## config.mk

```make
export PLATFORM = sky130hd
export DESIGN_NAME = matrix_load_ctrl
export DESIGN_NICKNAME = d
export VERILOG_FILES = /design/src/rtl/matrix_pkg.sv /design/src/rtl/matrix_elem_unpack.sv /design/src/rtl/matrix_load_ctrl.sv
export SDC_FILE = /design/constraint.sdc
export NUM_CORES = 1
export LEC_CHECK = 0
export ABC_CLOCK_PERIOD_IN_PS = 5000
export CORE_UTILIZATION = 61
export DETAILED_ROUTE_END_ITERATION = 12
export GPL_TIMING_DRIVEN = 1
export PLACE_DENSITY = 0.85
export SLEW_MARGIN = 15
export SYNTH_ARGS = -nofsm -noshare
export SYNTH_HDL_FRONTEND = slang
export SYNTH_SLANG_ARGS = --single-unit
```

## constraint.sdc

```tcl
create_clock -name clk -period 5 [get_ports clk]
set_input_delay 1 -clock clk [delete_from_list [all_inputs] [get_ports clk]]
set_output_delay 1 -clock clk [all_outputs]
set_load 0.01 [all_outputs]
```

## src/rtl/matrix_pkg.sv

```systemverilog
// Shared matrix-ingest definitions: controller states, element word layout
// and matrix type codes, common to the aggregator, loader and compute core.
package matrix_pkg;

    localparam int DEF_ELEM_W = 8;
    localparam int DEF_ROW_W  = 5;
    localparam int DEF_COL_W  = 5;

    // Default word layout, MSB first: {type, row, col, value}
    localparam int VAL_LSB  = 0;
    localparam int VAL_MSB  = DEF_ELEM_W - 1;
    localparam int COL_LSB  = DEF_ELEM_W;
    localparam int COL_MSB  = COL_LSB + DEF_COL_W - 1;
    localparam int ROW_LSB  = COL_MSB + 1;
    localparam int ROW_MSB  = ROW_LSB + DEF_ROW_W - 1;
    localparam int TYPE_BIT = ROW_MSB + 1;

    localparam logic MAT_A = 1'b0;
    localparam logic MAT_B = 1'b1;

    typedef enum logic [2:0] {
        ST_IDLE,
        ST_LOAD,
        ST_START,
        ST_RUN,
        ST_DONE
    } ld_state_t;

endpackage

```

## src/rtl/matrix_elem_unpack.sv

```systemverilog
// Splits an element word into its fields and checks the coordinates
// against the latched dimensions of the addressed matrix.
module matrix_elem_unpack
    import matrix_pkg::*;
#(
    parameter int ELEM_W = DEF_ELEM_W,
    parameter int ROW_W  = DEF_ROW_W,
    parameter int COL_W  = DEF_COL_W
) (
    input  logic [ROW_W+COL_W+ELEM_W:0] i_word,
    input  logic [ROW_W:0]              i_rows_a,
    input  logic [COL_W:0]              i_cols_a,
    input  logic [COL_W:0]              i_cols_b,
    output logic                        o_is_b,
    output logic [ROW_W-1:0]            o_row,
    output logic [COL_W-1:0]            o_col,
    output logic [ELEM_W-1:0]           o_val,
    output logic                        o_in_range
);

    localparam int WORD_W = 1 + ROW_W + COL_W + ELEM_W;
    localparam int CW     = ROW_W + COL_W + 1;

    logic [CW-1:0] w_rows;
    logic [CW-1:0] w_cols;

    assign o_is_b = (i_word[WORD_W-1] == MAT_B);
    assign o_row  = i_word[ELEM_W+COL_W +: ROW_W];
    assign o_col  = i_word[ELEM_W +: COL_W];
    assign o_val  = i_word[ELEM_W-1:0];

    // B is indexed by cols_a rows and cols_b columns
    assign w_rows = o_is_b ? CW'(i_cols_a) : CW'(i_rows_a);
    assign w_cols = o_is_b ? CW'(i_cols_b) : CW'(i_cols_a);

    assign o_in_range = (CW'(o_row) < w_rows) && (CW'(o_col) < w_cols);

endmodule

```

## src/rtl/matrix_load_ctrl.sv

```systemverilog
// Matrix ingest sequencer: writes A/B elements to BRAM, detects a full load,
// hands the memories to the compute core and runs the start/done handshake.
module matrix_load_ctrl
    import matrix_pkg::*;
#(
    parameter int ELEM_W = DEF_ELEM_W,
    parameter int ROW_W  = DEF_ROW_W,
    parameter int COL_W  = DEF_COL_W
) (
    input  logic                        clk,
    input  logic                        rst_n,
    input  logic                        cfg_valid,
    input  logic [ROW_W:0]              cfg_rows_a,
    input  logic [COL_W:0]              cfg_cols_a,
    input  logic [COL_W:0]              cfg_cols_b,
    input  logic                        elem_valid,
    input  logic [ROW_W+COL_W+ELEM_W:0] elem_data,
    output logic                        a_we,
    output logic [ROW_W+COL_W-1:0]      a_waddr,
    output logic [ELEM_W-1:0]           a_wdata,
    output logic                        b_we,
    output logic [ROW_W+COL_W-1:0]      b_waddr,
    output logic [ELEM_W-1:0]           b_wdata,
    output logic                        mem_owner,
    output logic                        comp_start,
    input  logic                        comp_done,
    output logic                        busy,
    output logic                        load_err,
    output logic                        done
);

    localparam int CNT_W = ROW_W + COL_W + 1;

    ld_state_t r_state;
    ld_state_t w_next;

    logic [ROW_W:0]       r_rows_a;
    logic [COL_W:0]       r_cols_a;
    logic [COL_W:0]       r_cols_b;
    logic [CNT_W-1:0]     r_na;
    logic [CNT_W-1:0]     r_nb;
    logic [CNT_W-1:0]     r_cnt_a;
    logic [CNT_W-1:0]     r_cnt_b;
    logic                 r_a_we;
    logic                 r_b_we;
    logic [CNT_W-2:0]     r_a_waddr;
    logic [CNT_W-2:0]     r_b_waddr;
    logic [ELEM_W-1:0]    r_a_wdata;
    logic [ELEM_W-1:0]    r_b_wdata;
    logic                 r_load_err;

    logic                 w_is_b;
    logic [ROW_W-1:0]     w_row;
    logic [COL_W-1:0]     w_col;
    logic [ELEM_W-1:0]    w_val;
    logic                 w_in_range;
    logic                 w_full_a;
    logic                 w_full_b;
    logic                 w_latch;
    logic                 w_wr_a;
    logic                 w_wr_b;
    logic                 w_err;
    logic [CNT_W-1:0]     w_prod_a;
    logic [CNT_W-1:0]     w_prod_b;

    matrix_elem_unpack #(
        .ELEM_W (ELEM_W),
        .ROW_W  (ROW_W),
        .COL_W  (COL_W)
    ) u_unpack (
        .i_word     (elem_data),
        .i_rows_a   (r_rows_a),
        .i_cols_a   (r_cols_a),
        .i_cols_b   (r_cols_b),
        .o_is_b     (w_is_b),
        .o_row      (w_row),
        .o_col      (w_col),
        .o_val      (w_val),
        .o_in_range (w_in_range)
    );

    assign w_prod_a = {{COL_W{1'b0}}, cfg_rows_a} * {{ROW_W{1'b0}}, cfg_cols_a};
    assign w_prod_b = {{ROW_W{1'b0}}, cfg_cols_a} * {{ROW_W{1'b0}}, cfg_cols_b};
    assign w_full_a = (r_cnt_a == r_na);
    assign w_full_b = (r_cnt_b == r_nb);

    always_ff @(posedge clk or negedge rst_n) begin
        if (!rst_n) begin
            r_state <= ST_IDLE;
        end else begin
            r_state <= w_next;
        end
    end

    always_comb begin
        w_next  = r_state;
        w_latch = 1'b0;
        w_wr_a  = 1'b0;
        w_wr_b  = 1'b0;
        w_err   = 1'b0;
        unique case (r_state)
            ST_IDLE: begin
                w_err = elem_valid;
                if (cfg_valid) begin
                    if (cfg_rows_a == '0 || cfg_cols_a == '0 || cfg_cols_b == '0) begin
                        w_err = 1'b1;
                    end else begin
                        w_latch = 1'b1;
                        w_next  = ST_LOAD;
                    end
                end
            end
            ST_LOAD: begin
                if (elem_valid) begin
                    if (w_in_range && !w_is_b && !w_full_a) begin
                        w_wr_a = 1'b1;
                    end else if (w_in_range && w_is_b && !w_full_b) begin
                        w_wr_b = 1'b1;
                    end else begin
                        w_err = 1'b1;
                    end
                end
                // Counts are registered, so the last write is already out
                if (w_full_a && w_full_b) begin
                    w_next = ST_START;
                end
            end
            ST_START: begin
                w_err  = elem_valid;
                w_next = ST_RUN;
            end
            ST_RUN: begin
                w_err = elem_valid;
                if (comp_done) begin
                    w_next = ST_DONE;
                end
            end
            ST_DONE: begin
                w_err  = elem_valid;
                w_next = ST_IDLE;
            end
            default: begin
                w_next = ST_IDLE;
            end
        endcase
    end

    always_ff @(posedge clk or negedge rst_n) begin
        if (!rst_n) begin
            r_rows_a   <= '0;
            r_cols_a   <= '0;
            r_cols_b   <= '0;
            r_na       <= '0;
            r_nb       <= '0;
            r_cnt_a    <= '0;
            r_cnt_b    <= '0;
            r_a_we     <= 1'b0;
            r_b_we     <= 1'b0;
            r_a_waddr  <= '0;
            r_b_waddr  <= '0;
            r_a_wdata  <= '0;
            r_b_wdata  <= '0;
            r_load_err <= 1'b0;
        end else begin
            r_a_we     <= w_wr_a;
            r_b_we     <= w_wr_b;
            r_load_err <= w_err;
            if (w_latch) begin
                r_rows_a <= cfg_rows_a;
                r_cols_a <= cfg_cols_a;
                r_cols_b <= cfg_cols_b;
                r_na     <= w_prod_a;
                r_nb     <= w_prod_b;
                r_cnt_a  <= '0;
                r_cnt_b  <= '0;
            end
            if (w_wr_a) begin
                r_a_waddr <= {w_row, w_col};
                r_a_wdata <= w_val;
                r_cnt_a   <= r_cnt_a + CNT_W'(1);
            end
            if (w_wr_b) begin
                r_b_waddr <= {w_row, w_col};
                r_b_wdata <= w_val;
                r_cnt_b   <= r_cnt_b + CNT_W'(1);
            end
        end
    end

    assign a_we       = r_a_we;
    assign a_waddr    = r_a_waddr;
    assign a_wdata    = r_a_wdata;
    assign b_we       = r_b_we;
    assign b_waddr    = r_b_waddr;
    assign b_wdata    = r_b_wdata;
    assign load_err   = r_load_err;
    assign mem_owner  = (r_state == ST_START) || (r_state == ST_RUN);
    assign comp_start = (r_state == ST_START);
    assign busy       = (r_state != ST_IDLE);
    assign done       = (r_state == ST_DONE);

endmodule

```

==> load_flow_metrics.sql, run 1 <==
INSERT INTO impl_metrics (metric_group, metric, value, unit) VALUES
('worst_setup_path', 'timing.critical_path.to_type', 'flop', ''),
('sta', 'final-setup-viol-count', '0', ''),
('route', 'route.met3.wl', '869', 'µm'),
('floorplan', 'floorplan.core_area', '11000', 'µm²'),
('route', 'route.vias.total', '5238', ''),
('clock_tree', 'cts.root.buffer_cell', 'sky130_fd_sc_hd__clkbuf_16', ''),
('route', 'routed.top_layer', 'met4', ''),
('sta', 'max_slew.worst_pin.slew', '0.822', 'ns'),
('clock_tree', 'cts_inserted_buffers', '9', ''),
('clock_tree', 'cts_tree', 'built', ''),
('outcome', 'status', 'finished, final reports clean', ''),
('synthesis', 'postSynthNetCount', '792', ''),
('clock_tree', 'postCtsResizedCells', '0', ''),
('sta', 'slew_headroom', '0.452', ''),
('worst_hold_path', 'hold_class', 'flop to flop', ''),
('global_route', 'grt_max_degree', '68', ''),
('floorplan', 'chipWidth', '109', 'µm'),
('clock_tree', 'cts_sinks', '104', ''),
('synthesis', 'synth.yosys.warnings', '0', ''),
('clock_tree', 'cts.path.max_buffers', '2', ''),
('finish', 'final_nets', '886', ''),
('finish', 'stdcell_count', '909', ''),
('sta', 'fin_skew', '0.00821', 'ns'),
('clock_tree', 'clock_latency', '0.35', 'ns'),
('synthesis', 'sequential_share_of_the_synthesized_area', '0.375', ''),
('synthesis', 'asyncSetResetFlopFracSynth', '1.00', ''),
('worst_setup_path', 'crit_chain', 'clkdlybuf4s50_1 > and2_1 > fa_1 > inv_1 > fa_1 > fa_1 > inv_1 > ha_1 > nor2b_1 > o21ai_0 > a21boi_0 > o21a_1 > o21a_1 > o31ai_1', ''),
('global_route', 'initial_antenna_violation_count', '0', ''),
('placed_design', 'portBuffers', '84', ''),
('placed_design', 'place_inst', '893', ''),
('sta', 'number_of_hold_slack_violations_in_the_final_timing_report', '0', ''),
('route', 'drt_drc_violations_left', '0', ''),
('route', 'met2_length', '7.56', 'mm'),
('finish', 'drive_gt1_frac', '0.130', ''),
('worst_setup_path', 'path_class', 'primary input to flop', ''),
('clock_tree', 'post_cts_setup_repair_buffer_count', '0', ''),
('floorplan', 'die_h', '109', 'µm'),
('sta', 'achievable-frequency', '218', 'MHz'),
('floorplan', 'placement_rows', '38', ''),
('worst_setup_path', 'critPathBufInv', '3', ''),
('route', 'detail_route.iter0.violations', '265', ''),
('placed_design', 'placed_area', '8010', 'µm²'),
('worst_setup_path', 'cpPeakStageDelay', '0.60', 'ns'),
('placed_design', 'dp_hpwl', '11.7', 'mm'),
('finish', 'fin_area', '8330', 'µm²'),
('pwr', 'power-per-cell-area', '451', 'nW/µm²'),
('finish', 'fillers', '702', ''),
('route', 'avgViaCountPerCell', '5.76', ''),
('worst_setup_path', 'most_frequent_cell_on_the_critical_path', 'sky130_fd_sc_hd__fa_1', ''),
('worst_setup_path', 'cp.depth', '14', ''),
('route', 'firstDrtPassIters', '6', ''),
('global_route', 'grt_pass1_vias', '5291', ''),
('synthesis', 'synth.ff_latch_count', '104', ''),
('floorplan', 'full_die_area', '11800', 'µm²'),
('route', 'routed_wirelength', '15.5', 'mm'),
('finish', 'area_growth_syn_to_layout', '20.1', '%'),
('worst_setup_path', 'critical_path.max_fanout', '10', ''),
('worst_setup_path', 'ff2ff_path_depth', '8', ''),
('placed_design', 'finalWeightedCongestion', '0.887', ''),
('pwr', 'ir_drop', '348', 'µV'),
('synthesis', 'syn-cell-area', '6940', 'µm²'),
('synthesis', 'synth_edf_count', '0', ''),
('worst_hold_path', 'holdPathStages', '2', ''),
('worst_setup_path', 'family_of_cells_with_the_greatest_summed_delay_on_the_critical_path', 'adder cells', ''),
('synthesis', 'synth_top_cell_area_share', '0.375', ''),
('finish', 'antenna-diode-count', '0', ''),
('sta', 'totalNegativeSetupSlack', '0', 'ns'),
('global_route', 'grt_pass1_wl', '25.6', 'mm'),
('worst_setup_path', 'cp-start-kind', 'primary input', ''),
('global_route', 'grt_usage', '0.286', ''),
('sta', 'fin_crit', '4.59', 'ns');
==> stage by stage <==
stage               setup WS [ns]  power, mW  hold slack (ns)  utilization
floorplan                   0.712       2.36            0.467            -
global route                0.176       4.00            0.511        0.759
detailed placement         0.0717       3.00            0.493        0.730
global placement            0.210       2.91            0.483        0.730
finish                      0.412       3.76            0.503        0.759
CTS                         0.431       3.78            0.508        0.759
==> sequential cells by signal, summed over array words and instances, names as in the netlist <==
| name | flops |
|---|---|
| b_we | 1 |
| b_waddr | 10 |
| a_wdata | 8 |
| r_cols_b | 6 |
| load_err | 1 |
| a_we | 1 |
| r_nb | 11 |
| r_cnt_b | 11 |
| r_cnt_a | 11 |
| a_waddr | 10 |
| r_rows_a | 6 |
| r_cols_a | 6 |
| r_state | 3 |
| r_na | 11 |
| b_wdata | 8 |
==> synth_stat cells, drive strengths merged, types with 6 or more instances <==
library cell and n:
fa 32, mux2 56, xnor2 32, inv 50, mux2i 13, dfrtp 104
xor2 10, a21oi 10, and2 48, buf 10, ha 48, o21ai 27
nor3 10, clkbuf 14, nand2 92, nor2 23, nand3 20, nor3b 7
and3 7, a211o 6
==> final cells by class <==
| cell class | instances | area [µm²] | share of cell area |
|---|---|---|---|
| multi-input combinational | 492 | 4040 | 0.484 |
| sequential | 104 | 2600 | 0.312 |
| timing repair buffer | 107 | 1010 | 0.121 |
| clock buffer | 11 | 243 | 0.0291 |
| inverter | 50 | 188 | 0.0225 |
| tap | 140 | 175 | 0.0210 |
| clock inverter | 5 | 78.8 | 0.00946 |
==> worst register-to-register path, stage by stage, from the launching register on <==
cell	delay, ns
sky130_fd_sc_hd__dfrtp_1	0.39
sky130_fd_sc_hd__mux2i_1	0.30
sky130_fd_sc_hd__ha_1	0.30
sky130_fd_sc_hd__o21a_1	0.17
sky130_fd_sc_hd__o221ai_2	0.15
sky130_fd_sc_hd__a21oi_1	0.15
sky130_fd_sc_hd__or4b_4	0.69
sky130_fd_sc_hd__buf_4	0.29
sky130_fd_sc_hd__mux2_4	0.33
==> where the power goes <==
group          switching (mW)  leakage, nW  internal (mW)
Combinational           0.712         2.47          0.874
Sequential              0.237         1.30           1.18
Clock                   0.310        0.160          0.453
Total                    1.26         3.93           2.50
==> path summary, 6_finish.rpt <==
check / start / to / slack [ns]
min in group asynchronous: rst_n / a_wdata[2] / 0.73
setup / recovery: cfg_cols_a[5] / r_nb[9] / 0.41
hold / removal: r_na[3] / r_na[3] / 0.50
setup reg to reg: r_cols_b[1] / a_waddr[6] / 2.11
hold reg to reg: r_na[3] / r_na[3] / 0.50
max in group asynchronous: rst_n / b_waddr[1] / 3.27
==> layer usage <==
metal  up-vias  GRT usage
li1       2468          -
met1      2560      0.364
met2       170      0.475
met3        40     0.0490
met4         0      0.137
met5         -          0
==> cells by family after synthesis <==
kind of cell    count (synthesis)  synth area share
xor+xnor                       42            0.0530
flops                         104             0.375
mux                            69             0.114
buf+inv                        74            0.0447
compound gates                 73            0.0703
fa+ha+maj                      80             0.179
simple gates                  228             0.164
No activity file was read; power rests on OpenSTA's default activity.
==> run 2, diff against run 1 <==
Settings changed: PLACE_DENSITY 0.85 to 0.86.
==> load_flow_metrics.sql, run 2 (synthesized netlist as in run 1, its figures left out) <==
INSERT INTO impl_metrics (metric_group, metric, value, unit) VALUES
('worst_setup_path', 'cpPeakStageDelay', '0.59', 'ns'),
('route', 'avgViaCountPerCell', '5.71', ''),
('placed_design', 'finalWeightedCongestion', '0.870', ''),
('finish', 'final_core_util', '0.755', ''),
('pwr', 'cellLeakagePower', '3.91', 'nW'),
('floorplan', 'chipWidth', '109', 'µm'),
('worst_setup_path', 'worstSetupStartpoint', 'cfg_cols_a[5]', ''),
('sta', 'final-setup-viol-count', '0', ''),
('route', 'route.antenna.remaining_nets', '0', ''),
('sta', 'fin_skew', '0.0130', 'ns'),
('clock_tree', 'cts.clk_slew.worst_paths', '0.07', 'ns'),
('placed_design', 'place_inst', '892', ''),
('finish', 'final_common_cell', 'sky130_fd_sc_hd__dfrtp_1', ''),
('placed_design', 'placed_area', '8010', 'µm²'),
('global_route', 'initial_antenna_violation_count', '0', ''),
('run', 'drv_cap', '0', ''),
('floorplan', 'placement_rows', '38', ''),
('placed_design', 'dp_hpwl', '11.7', 'mm'),
('sta', 'setup_repair_after_global_routing_missed_its_margin', 'false', ''),
('clock_tree', 'cts_hold_buffers', '0', ''),
('clock_tree', 'clock_latency', '0.36', 'ns'),
('sta', 'final-max-slew-violation-count', '0', ''),
('outcome', 'status', 'finished, final reports clean', ''),
('sta', 'fin_crit', '4.69', 'ns'),
('placed_design', 'portBuffers', '84', ''),
('worst_setup_path', 'crit_chain', 'clkdlybuf4s50_1 > and2_1 > fa_1 > inv_1 > fa_1 > fa_1 > inv_1 > ha_1 > nor2b_1 > o21ai_0 > a21boi_0 > o21a_1 > o21a_1 > o31ai_1', ''),
('sta', 'max_slew.worst_pin.slew', '0.805', 'ns'),
('worst_setup_path', 'most_frequent_cell_on_the_critical_path', 'sky130_fd_sc_hd__fa_1', ''),
('worst_setup_path', 'path_class', 'primary input to flop', ''),
('finish', 'final_nets', '885', ''),
('clock_tree', 'ctsHtreeMaxLevel', '3', ''),
('route', 'drt_drc_violations_left', '0', ''),
('finish', 'antenna-diode-count', '0', ''),
('route', 'detail_route.iter0.violations', '256', ''),
('worst_setup_path', 'ff2ff_path_depth', '8', ''),
('global_route', 'grt_max_degree', '68', ''),
('floorplan', 'start_util', '0.632', ''),
('clock_tree', 'cts.path.max_buffers', '2', ''),
('global_route', 'gr-usage-met3', '0.0377', ''),
('clock_tree', 'cts.root.buffer_cell', 'sky130_fd_sc_hd__clkbuf_16', ''),
('floorplan', 'die_h', '109', 'µm'),
('global_route', 'grt_usage', '0.277', ''),
('route', 'route.vias.total', '5185', ''),
('global_route', 'top_usage_layer', 'met2', ''),
('worst_setup_path', 'rrSetupSlack', '2.09', 'ns'),
('worst_setup_path', 'worst_ep_required_time', '5.26', 'ns'),
('finish', 'fin_area', '8300', 'µm²'),
('finish', 'area_growth_syn_to_layout', '19.5', '%'),
('clock_tree', 'postCtsResizedCells', '0', ''),
('clock_tree', 'post_cts_setup_repair_buffer_count', '0', ''),
('pwr', 'p_total', '3.67', 'mW'),
('floorplan', 'floorplan.core_area', '11000', 'µm²'),
('sta', 'number_of_hold_slack_violations_in_the_final_timing_report', '0', ''),
('global_route', 'grtUsageMet2', '0.463', ''),
('worst_setup_path', 'crit_arrival', '4.95', 'ns'),
('finish', 'stdcell_count', '908', ''),
('worst_setup_path', 'cp.depth', '14', ''),
('worst_hold_path', 'hold_class', 'flop to flop', ''),
('route', 'firstDrtPassIters', '4', ''),
('worst_setup_path', 'critical_path.max_fanout', '10', ''),
('pwr', 'power-per-cell-area', '443', 'nW/µm²'),
('clock_tree', 'cts_tree', 'built', ''),
('clock_tree', 'cts_sinks', '104', ''),
('route', 'wl_per_cell', '16.7', 'µm'),
('worst_setup_path', 'timing.critical_path.to_type', 'flop', ''),
('sta', 'achievable-frequency', '213', 'MHz'),
('worst_hold_path', 'holdPathStages', '1', ''),
('worst_setup_path', 'setup.worst_path.end', 'r_nb[9]', ''),
('global_route', 'grt_pass1_wl', '25.1', 'mm'),
('clock_tree', 'cts_inserted_buffers', '9', ''),
('global_route', 'grt_pass1_vias', '5340', ''),
('pwr', 'ir_drop', '340', 'µV'),
('sta', 'slew_headroom', '0.463', ''),
('worst_setup_path', 'timing.rr.end', 'a_waddr[6]', ''),
('worst_setup_path', 'r2r_start', 'r_cols_a[2]', ''),
('floorplan', 'full_die_area', '11800', 'µm²'),
('global_route', 'use_met1', '0.364', ''),
('worst_setup_path', 'critPathBufInv', '3', ''),
('worst_setup_path', 'critPathSlowestCell', 'sky130_fd_sc_hd__clkdlybuf4s50_1', ''),
('sta', 'post-route-period-util', '0.938', ''),
('worst_setup_path', 'family_of_cells_with_the_greatest_summed_delay_on_the_critical_path', 'adder cells', ''),
('finish', 'drive_gt1_frac', '0.130', ''),
('worst_setup_path', 'cp-start-kind', 'primary input', ''),
('route', 'routed_wirelength', '15.2', 'mm'),
('global_route', 'grt-ovfl-total', '0', ''),
('finish', 'mostFrequentLayoutCells', '104 x sky130_fd_sc_hd__dfrtp_1, 92 x sky130_fd_sc_hd__nand2_1, 83 x sky130_fd_sc_hd__clkdlybuf4s50_1, 50 x sky130_fd_sc_hd__inv_1', ''),
('floorplan', 'design.portCount', '85', '');
run 2: changes by cell type in the layout (fill, tap and decap cells not counted):
cell                        delta
sky130_fd_sc_hd__clkinv_8      +1
sky130_fd_sc_hd__clkinv_4      +2
sky130_fd_sc_hd__bufinv_16     -2
sky130_fd_sc_hd__clkinv_2      -1
sky130_fd_sc_hd__inv_6         +2
sky130_fd_sc_hd__buf_4         -1
sky130_fd_sc_hd__clkbuf_8      -1
sky130_fd_sc_hd__clkbuf_1      -1
run 2: metrics by stage:
step                      setup WS, ns  hold WS, ns  TNS (ns)
after floorplan                  0.712        0.467         0
after global placement           0.194        0.485         0
after detailed placement       -0.0433        0.488   -0.0433
after CTS                        0.316        0.508         0
after global routing             0.119        0.531         0
final                            0.310        0.505         0
run 2: how the worst min path moves through the flow:
stage | startpoint | to
6_report | a_waddr[2] | a_waddr[2]
5_1_grt | b_wdata[3] | b_wdata[3]
4_1_cts | a_waddr[2] | a_waddr[2]
3_5_place_dp | r_nb[1] | r_nb[1]
3_3_place_gp | r_na[4] | r_na[4]
2_1_floorplan | r_na[1] | r_na[1]
run 2: final cells by class:
class / instances / area (µm²)
timing repair buffer: 106 / 1000
clock buffer: 9 / 225
tap: 140 / 175
multi-input combinational: 492 / 4040
sequential: 104 / 2600
fill: 740 / 2690
inverter: 50 / 188
clock inverter: 7 / 65.1
run 2: report_power, final:
part / switching [mW] / internal [mW]
sequential: 0.233 / 1.18
combinational: 0.711 / 0.875
clock: 0.330 / 0.348
total: 1.27 / 2.40
run 2: layer usage:
layer  wire, µm  part of all wire
met5          0                 0
met2       7370              0.48
met4        365             0.024
met1       6700              0.44
met3        766             0.050
==> run 3, diff against run 2 <==
Settings changed: CORE_UTILIZATION 61 to 62, PLACE_DENSITY 0.86 to 0.87, SYNTH_HIERARCHICAL set to 1.
==> load_flow_metrics.sql, run 3 <==
INSERT INTO impl_metrics (metric_group, metric, value, unit) VALUES
('route', 'route.antenna.remaining_nets', '0', ''),
('sta', 'number_of_hold_slack_violations_in_the_final_timing_report', '0', ''),
('route', 'route.vias.total', '5338', ''),
('synthesis', 'synth.top_cells.by_area', 'sky130_fd_sc_hd__dfrtp_1 36%, sky130_fd_sc_hd__fa_1 8.8%, sky130_fd_sc_hd__ha_1 8.3%, sky130_fd_sc_hd__mux2_2 7.9%, sky130_fd_sc_hd__mux2i_1 4.4%', ''),
('worst_setup_path', 'path_class', 'primary input to flop', ''),
('sta', 'setup_repair_after_global_routing_missed_its_margin', 'false', ''),
('global_route', 'grt_max_degree', '68', ''),
('clock_tree', 'cts.path.max_buffers', '2', ''),
('finish', 'mostFrequentLayoutCells', '104 x sky130_fd_sc_hd__dfrtp_1, 83 x sky130_fd_sc_hd__clkdlybuf4s50_1, 67 x sky130_fd_sc_hd__nand2_1, 51 x sky130_fd_sc_hd__inv_1, 51 x sky130_fd_sc_hd__mux2_2', ''),
('worst_setup_path', 'most_frequent_cell_on_the_critical_path', 'sky130_fd_sc_hd__fa_1', ''),
('global_route', 'grt_pass1_wl', '26.6', 'mm'),
('finish', 'final_nets', '873', ''),
('sta', 'setup_slack', '0.254', 'ns'),
('placed_design', 'worst_setup_slack_before_clock_tree_synthesis', '0.0679', 'ns'),
('sta', 'slew_headroom', '0.438', ''),
('worst_setup_path', 'worst_ep_required_time', '5.23', 'ns'),
('worst_setup_path', 'crit_arrival', '4.98', 'ns'),
('pwr', 'ir_drop', '335', 'µV'),
('pwr', 'total_switching_power', '1.46', 'mW'),
('pwr', 'internal_power', '2.62', 'mW'),
('sta', 'post-route-period-util', '0.949', ''),
('pwr', 'p_total', '4.08', 'mW'),
('sta', 'fin_skew', '0.0118', 'ns'),
('floorplan', 'placement_rows', '39', ''),
('worst_setup_path', 'family_of_cells_with_the_greatest_summed_delay_on_the_critical_path', 'adder cells', ''),
('synthesis', 'synthCells', '682', ''),
('synthesis', 'synth_unique_cells', '53', ''),
('sta', 'totalNegativeSetupSlack', '0', 'ns'),
('clock_tree', 'cts.clk_slew.worst_paths', '0.07', 'ns'),
('clock_tree', 'cts_sinks', '104', ''),
('run', 'drv_cap', '0', ''),
('global_route', 'grt_pass1_vias', '5476', ''),
('worst_setup_path', 'timing.critical_path.to_type', 'flop', ''),
('synthesis', 'ys_dominant_reg_cell', 'sky130_fd_sc_hd__dfrtp_1', ''),
('synthesis', 'syn-cell-area', '7260', 'µm²'),
('placed_design', 'dp_hpwl', '12.3', 'mm'),
('route', 'avgViaCountPerCell', '5.94', ''),
('route', 'firstDrtPassIters', '6', ''),
('placed_design', 'placed_area', '8130', 'µm²'),
('synthesis', 'asyncSetResetFlopFracSynth', '1.00', ''),
('floorplan', 'chipWidth', '110', 'µm'),
('sta', 'final-setup-viol-count', '0', ''),
('route', 'drt_drc_violations_left', '0', ''),
('route', 'routed_wirelength', '16.4', 'mm'),
('synthesis', 'postSynthNetCount', '804', ''),
('pwr', 'power.share.combinational', '0.457', ''),
('synthesis', 'post-synth-top-count-cell', 'sky130_fd_sc_hd__dfrtp_1', ''),
('synthesis', 'area_leader_netlist', 'sky130_fd_sc_hd__dfrtp_1', ''),
('clock_tree', 'cts_inserted_buffers', '9', ''),
('clock_tree', 'cts.root.buffer_cell', 'sky130_fd_sc_hd__clkbuf_16', ''),
('clock_tree', 'cts_tree', 'built', ''),
('synthesis', 'synthesis.area_per_instance', '10.6', 'µm²'),
('synthesis', 'synth_edf_count', '0', ''),
('pwr', 'power.share.switching', '0.358', ''),
('worst_setup_path', 'cpPeakStageDelay', '0.62', 'ns'),
('clock_tree', 'post_cts_setup_repair_buffer_count', '0', ''),
('sta', 'fin_crit', '4.75', 'ns'),
('floorplan', 'floorplan.core_area', '11400', 'µm²'),
('sta', 'achievable-frequency', '211', 'MHz'),
('worst_setup_path', 'critPathBufInv', '3', ''),
('synthesis', 'synth_top_cell_area_share', '0.359', ''),
('worst_setup_path', 'cp-start-kind', 'primary input', ''),
('finish', 'fillers', '755', ''),
('sta', 'finalHoldWorstSlack', '0.504', 'ns'),
('route', 'detail_route.iter0.violations', '316', ''),
('finish', 'stdcell_count', '899', ''),
('finish', 'final_core_util', '0.739', ''),
('outcome', 'status', 'finished, final reports clean', ''),
('worst_hold_path', 'hold_class', 'flop to flop', ''),
('placed_design', 'portBuffers', '84', ''),
('clock_tree', 'postCtsResizedCells', '0', ''),
('route', 'wl_per_cell', '18.3', 'µm'),
('finish', 'fin_area', '8440', 'µm²'),
('finish', 'regArea', '2600', 'µm²'),
('placed_design', 'finalWeightedCongestion', '0.899', ''),
('pwr', 'clock_power_share', '0.183', ''),
('pwr', 'part_of_the_total_power_dissipated_in_sequential_elements', '0.360', ''),
('synthesis', 'synth.yosys.warnings', '6', ''),
('worst_setup_path', 'critical_path.max_fanout', '14', ''),
('synthesis', 'netlist_top_cells_count', '104 x sky130_fd_sc_hd__dfrtp_1, 67 x sky130_fd_sc_hd__nand2_1, 51 x sky130_fd_sc_hd__inv_1, 51 x sky130_fd_sc_hd__mux2_2, 48 x sky130_fd_sc_hd__ha_1', ''),
('floorplan', 'design.portCount', '85', ''),
('placed_design', 'place_inst', '883', ''),
('clock_tree', 'clock_latency', '0.36', 'ns'),
('finish', 'antenna-diode-count', '0', ''),
('finish', 'final_common_cell', 'sky130_fd_sc_hd__dfrtp_1', ''),
('pwr', 'cellLeakagePower', '3.76', 'nW'),
('sta', 'final-max-slew-violation-count', '0', ''),
('synthesis', 'sequential_share_of_the_synthesized_area', '0.359', ''),
('synthesis', 'synth.ff_latch_count', '104', ''),
('pwr', 'power-per-cell-area', '483', 'nW/µm²'),
('finish', 'area_growth_syn_to_layout', '16.3', '%'),
('global_route', 'grt-ovfl-total', '0', ''),
('worst_setup_path', 'critPathSlowestCell', 'sky130_fd_sc_hd__clkdlybuf4s50_1', ''),
('global_route', 'grt_usage', '0.294', ''),
('global_route', 'initial_antenna_violation_count', '0', ''),
('floorplan', 'die_h', '110', 'µm'),
('finish', 'drive_gt1_frac', '0.142', ''),
('finish', 'area_of_the_multi_input_gates', '4130', 'µm²'),
('worst_setup_path', 'crit_chain', 'clkdlybuf4s50_1 > and2_1 > fa_1 > inv_1 > fa_1 > fa_1 > inv_1 > ha_1 > a211oi_1 > o21bai_1 > a21oi_1 > xor2_1 > o21ai_0', ''),
('sta', 'max_slew.worst_pin.slew', '0.843', 'ns'),
('clock_tree', 'ctsHtreeMaxLevel', '3', ''),
('clock_tree', 'cts_hold_buffers', '0', ''),
('floorplan', 'full_die_area', '12100', 'µm²'),
('floorplan', 'start_util', '0.636', '');
-- run 3: layer usage --
metal	track usage	up-vias	part of all wire
met3	0.0423	48	0.061
met2	0.508	205	0.50
met1	0.362	2649	0.41
met5	0	-	0
met4	0.146	0	0.034
li1	-	2436	-
-- run 3: cell type report --
cell class / instances / area share
Clock inverter: 6 / 0.00874
Timing Repair Buffer: 104 / 0.122
Multi-Input combinational cell: 481 / 0.489
Clock buffer: 10 / 0.0283
Tap cell: 143 / 0.0212
Inverter: 51 / 0.0227
Sequential cell: 104 / 0.308
-- run 3: kinds of logic after synthesis --
| logic type | share of synthesized area |
|---|---|
| AO/OA/AOI/OAI | 0.0672 |
| XOR/XNOR | 0.0507 |
| flip-flops | 0.359 |
| multiplexers | 0.146 |
| adder cells (fa/ha/maj) | 0.171 |
| buffers and inverters | 0.0724 |
| AND/OR/NAND/NOR | 0.134 |
-- run 3: power by group through the flow --
stage	sequential (mW)	clock [mW]	combinational (mW)
final	1.47	0.748	1.87
after global routing	1.51	0.786	2.04
after CTS	1.46	0.756	1.87
after detailed placement	1.48	0	1.84
after global placement	1.45	0	1.74
after floorplan	1.48	0	1.15
-- run 3: path summary, 6_finish.rpt --
| check | to | startpoint | slack, ns | cells past startpoint |
|---|---|---|---|---|
| worst max register to register | b_waddr[2] | r_rows_a[2] | 1.79 | 11 |
| max in group asynchronous | r_cnt_a[1] | rst_n | 3.24 | 2 |
| min in group asynchronous | a_wdata[4] | rst_n | 0.74 | 1 |
| worst min register to register | r_na[4] | r_na[4] | 0.50 | 2 |
| worst min-delay path | r_na[4] | r_na[4] | 0.50 | 2 |
| worst max-delay path | r_nb[9] | cfg_cols_a[3] | 0.25 | 13 |
-- run 3: worst register-to-register path, stage by stage (launching register included) --
cell                       delay (ns)
sky130_fd_sc_hd__dfrtp_1         0.41
sky130_fd_sc_hd__mux2i_1         0.15
sky130_fd_sc_hd__ha_1            0.25
sky130_fd_sc_hd__o21a_1          0.18
sky130_fd_sc_hd__o211ai_1        0.16
sky130_fd_sc_hd__a21oi_1         0.06
sky130_fd_sc_hd__a211oi_1        0.43
sky130_fd_sc_hd__nor2b_1         0.35
sky130_fd_sc_hd__and4_1          0.25
sky130_fd_sc_hd__o31a_2          0.19
sky130_fd_sc_hd__buf_4           0.29
sky130_fd_sc_hd__mux2_2          0.39
